--- src/rtl/controlador_estados.sv ---
// controlador_estados: turns raw player buttons into timed one-hot actions for the attribute controller
// Ports:
//   clk, rst_n                   clock and asynchronous active-low reset
//   btn_dormir/comer/aula        raw asynchronous buttons (sleep / eat / teach)
//   fome, sono, felicidade       current attribute values, unsigned 8-bit
//   morreu                       sticky death flag, same clock domain
//   estado                       one-hot action: 0000 idle, 0001 sleep, 0010 eat, 0100 teach, 1000 dead
//   ocupado                      high while an action is running
//   recusada                     one-cycle pulse when a press is rejected
module controlador_estados #(
    parameter int         DURACAO   = 64,
    parameter logic [7:0] MAX_ATRIB = 8'd100
) (
    input  logic       clk,
    input  logic       rst_n,
    input  logic       btn_dormir,
    input  logic       btn_comer,
    input  logic       btn_aula,
    input  logic [7:0] fome,
    input  logic [7:0] sono,
    input  logic [7:0] felicidade,
    input  logic       morreu,
    output logic [3:0] estado,
    output logic       ocupado,
    output logic       recusada
);
    localparam int TW = $clog2(DURACAO);

    typedef enum logic [3:0] {
        OCIOSO     = 4'b0000,
        DORMINDO   = 4'b0001,
        COMENDO    = 4'b0010,
        DANDO_AULA = 4'b0100,
        MORTO      = 4'b1000
    } estado_t;

    estado_t         estado_q, estado_n, sel;
    logic [TW-1:0]   timer_q, timer_n;
    logic [2:0]      s1, s2, s3, ev;
    logic [7:0]      atr, sel_atr;
    logic            rec_n;

    // Bit 0 dormir, bit 1 comer, bit 2 aula. The event is registered so the
    // FSM reacts one edge after the rising edge is detected.
    always_ff @(posedge clk or negedge rst_n)
        if (!rst_n) begin
            s1 <= '0;
            s2 <= '0;
            s3 <= '0;
            ev <= '0;
        end else begin
            s1 <= {btn_aula, btn_comer, btn_dormir};
            s2 <= s1;
            s3 <= s2;
            ev <= s2 & ~s3;
        end

    // Attribute governing the running action, and the one for the selected press
    assign atr     = estado_q == DORMINDO ? sono : estado_q == COMENDO ? fome : felicidade;
    assign sel     = ev[0] ? DORMINDO : ev[1] ? COMENDO : DANDO_AULA;
    assign sel_atr = ev[0] ? sono : ev[1] ? fome : felicidade;

    always_comb begin
        estado_n = estado_q;
        timer_n  = timer_q;
        rec_n    = 1'b0;
        if (morreu)
            estado_n = MORTO;
        else
            case (estado_q)
                OCIOSO:
                    if (|ev) begin
                        if (sel_atr >= MAX_ATRIB)
                            rec_n = 1'b1;
                        else begin
                            estado_n = sel;
                            timer_n  = TW'(DURACAO - 1);
                        end
                    end
                DORMINDO, COMENDO, DANDO_AULA: begin
                    // Presses during an action are refused but never alter its course
                    rec_n = |ev;
                    if (atr >= MAX_ATRIB || timer_q == '0)
                        estado_n = OCIOSO;
                    else
                        timer_n = timer_q - TW'(1);
                end
                default: estado_n = MORTO;
            endcase
    end

    always_ff @(posedge clk or negedge rst_n)
        if (!rst_n) begin
            estado_q <= OCIOSO;
            timer_q  <= '0;
            ocupado  <= 1'b0;
            recusada <= 1'b0;
        end else begin
            estado_q <= estado_n;
            timer_q  <= timer_n;
            ocupado  <= estado_n == DORMINDO || estado_n == COMENDO || estado_n == DANDO_AULA;
            recusada <= rec_n;
        end

    assign estado = estado_q;
endmodule

--- config.mk ---
export PLATFORM = sky130hd
export DESIGN_NAME = controlador_estados
export DESIGN_NICKNAME = d
export VERILOG_FILES = /design/src/rtl/controlador_estados.sv
export SDC_FILE = /design/constraint.sdc
export NUM_CORES = 1
export LEC_CHECK = 0
export CORE_UTILIZATION = 49
export CTS_CLUSTER_SIZE = 25
export DETAILED_ROUTE_END_ITERATION = 8
export PLACE_DENSITY = 0.83
export SLEW_MARGIN = 20
export SYNTH_ARGS = -nofsm -noshare
export SYNTH_HDL_FRONTEND = slang
export SYNTH_SLANG_ARGS = --single-unit
export TNS_END_PERCENT = 10
--- constraint.sdc ---
create_clock -name clk -period 4.25 [get_ports clk]
set_clock_uncertainty 0.15 [all_clocks]
set_input_delay 1.275 -clock clk [delete_from_list [all_inputs] [get_ports clk]]
set_output_delay 1.275 -clock clk [all_outputs]
set_load 0.1 [all_outputs]
==> metrics.md <==
| Metric | Value |
|---|---|
| Static Leakage | `~0.66 nW` |
| Area Overhead vs Synth | `27.3%` |
| Post-DP HPWL | `approximately 1700 um` |
| Final hold violation count | `0` |
| Clock-pin slew on the worst setup and hold paths | `0.13 ns` |
| Final setup viols | `0` |
| Hold WC Path Type | `flop to flop` |
| Die Height | `51.5 um` |
| Unrepaired setup endpoints after global routing | `false` |
| TritonCTS clock tree | `built` |
| Total Routing Usage GR | `0.214` |
| CTS buffer count | `3` |
| Max FO, Critical Path | `7` |
| Slew headroom | `0.355` |
| Met3 Use GR | `0.0409` |
| Initial antenna violation count | `0` |
| Ant. Diodes | `0` |
| CP arrival | `3.32 ns` |
| Die Wd | `around 52 um` |
| Rows | `17` |
| Power Density | `294 nW/um2` |
| CTS H-tree depth | `1` |
| EDFF count, synth | `0` |
| DRC Markers | `0` |
| Final Max Slew Viols | `0` |
| Gr ovfl total | `0` |
| Vias in the first global route | `973` |
| Starting DRC count in detailed routing | `29` |
| CTS resizes | `0` |
| GRT Max-Usage Layer | `met2` |
| Final period utilization | `0.767` |
| Avg Synthesized Cell Area | `11.3 um2` |
| Total core area | `about 2300 um2` |
| Prevailing post-synth register cell | `dfrtp_1` |
| Tmin final | `3.26 ns` |
| Internal power | `~0.36 mW` |
| Pin count of the biggest net entering global routing | `25` |
| Maximum VDD drop | `323 uV` |
| Number of library cell types mapped by synthesis | `41` |
| IO buf count | `29` |
| Status | `finished, final reports clean` |
| Effective utilization at floorplan | `0.533` |
| CP required | `4.31 ns` |
| GP Congestion | `0.906` |
| Clock share of power | `0.364` |
| CP Class | `input pin to flop` |
| Syn Std Cell Area | `around 1200 um2` |
| Share of post-route cells with drive strength above 1 | `0.126` |
| GR Layer Usage met2 | `0.340` |
| Syn nets | `138` |
| Async set-reset flop share out of synthesis | `1.00` |
| Critical Path End Type | `flop` |
| IO Pins | `36` |
| Setup TNS | `0 ns` |
| Most frequent cells in the layout | `dfrtp_1, clkdlybuf4s50_1, nor2_1, nand2_1, inv_1` |
| Switching Share | `0.201` |
| Comb power frac | `0.095` |
| Die area | `2650 um2` |
| Clock latency at the later pin of the worst-skew pair | `between 0.3 and 0.4 ns` |
| Hold bufs inserted after CTS | `0` |
| Max_cap viols | `0` |
| FF+latch count, synth | `24` |
| Via count | `966` |
| Root Driver | `clkbuf_4` |
| Fillers | `180` |
| First-pass GRT wire length | `4110 um` |
| F_max | `307 MHz` |
| Sequential power share | `0.542` |
| CTS sink cnt | `24` |
| Final wirelength | `2360 um` |
| Yosys top cell by area | `dfrtp_1` |
| Post-layout util | `0.678` |
| WL per Instance | `14.5 um` |
| Clock Path Buffers | `2` |
| Cells after Synth | `106` |
| Top-area cell type share of the netlist area | `0.500` |
| Sw power | `0.0903 mW` |
| Yosys warning count | `0` |
| Post CTS Setup Buffer Count | `0` |
| Grt met1 use | `0.275` |
| Dominant cells by area after synthesis | `dfrtp_1, mux2i_1, o32a_1, nand2_1, nor2_1` |
| Post-route ant nets | `0` |
| Startpoint types | `input pin` |
| Drt pass-1 iters | `4` |
| Vias/cell | `5.93` |
| Nets@finish | `168` |
| Tightest Pin Transition | `approximately 0.96 ns` |
| Register area share after synthesis | `0.500` |
[worst max-delay path, stage by stage]
cell and delay [ns]:
clkdlybuf4s50_1 0.40, o311ai_1 0.47, mux2i_1 0.20, o31a_1 0.37, and3_4 0.24, o32a_1 0.36
[kinds of logic (layout without fill, tap and decap cells)]
| logic type | count (synthesis) | in the layout | share of synthesized area |
|---|---|---|---|
| adder cells (fa/ha/maj) | 3 | 3 | 0.0292 |
| multiplexers | 6 | 6 | 0.0521 |
| flip-flops | 24 | 24 | 0.500 |
| AND/OR/NAND/NOR | 38 | 38 | 0.197 |
| XOR/XNOR | 1 | 1 | 0.00729 |
| buffers and inverters | 10 | 39 | 0.0479 |
| AO/OA/AOI/OAI | 24 | 24 | 0.167 |
[stage by stage]
stage	area, um2	hold slack, ns	cells	setup WS [ns]	power (mW)
after detailed placement	1480	0.186	159	0.667	0.291
after global placement	1480	0.182	159	0.701	0.289
after global routing	1530	0.224	163	0.796	0.469
after floorplan	1200	0.181	106	1.13	0.260
final	1530	0.212	163	0.990	0.449
after CTS	1530	0.215	163	0.990	0.454
[flip-flops by register name (all words and copies together), names as in the netlist]
register,count
s1,3
ocupado,1
s3,3
recusada,1
timer_q,6
ev,3
estado,4
s2,3
[routing by layer]
layer,up-vias,wire length [um]
met5,-,0
met4,0,66
met3,7,194
met2,47,1070
met1,457,1030
li1,455,-
[cells in the mapped netlist, types with 2 or more instances]
cell     number
dfrtp_1      24
nand2_1       7
nor2_1        7
inv_1         6
a31oi_1       4
mux2i_1       4
nor2b_1       4
nor3_1        4
o32a_1        4
nand3_1       3
nor3b_1       3
a21oi_1       2
buf_6         2
ha_1          2
nor4b_1       2
o21ai_0       2
or3_1         2
[layout make-up]
cell class	instances	area (um2)	area share
inverter	6	22.5	0.0147
clock inverter	1	30.0	0.0196
clock buffer	3	22.5	0.0147
multi-input combinational	72	543	0.355
sequential	24	601	0.393
timing repair buffer	29	275	0.180
tap	28	35.0	0.0229
[path summary, 6_finish.rpt]
kind / slack [ns] / cells past startpoint / to / start
hold reg to reg: 0.21 / 0 / s2[1]$_DFF_PN0_ / s1[1]$_DFF_PN0_
setup / recovery: 0.99 / 6 / timer_q[4]$_DFFE_PN0P_ / felicidade[3]
max in group asynchronous: 2.85 / 1 / ev[2]$_DFF_PN0_ / rst_n
hold / removal: 0.21 / 0 / s2[1]$_DFF_PN0_ / s1[1]$_DFF_PN0_
min in group asynchronous: 0.75 / 1 / estado[3]$_DFF_PN0_ / rst_n
setup reg to reg: 1.69 / 5 / timer_q[4]$_DFFE_PN0P_ / estado[2]$_DFF_PN0_
[power by group through the flow]
stage	logic [mW]	clock network, mW	registers [mW]
after floorplan	0.0138	0	0.246
after global placement	0.0420	0	0.247
after detailed placement	0.0434	0	0.248
after CTS	0.0436	0.167	0.243
after global routing	0.0472	0.177	0.245
final	0.0425	0.163	0.243
(Power assumes the default switching activity.)
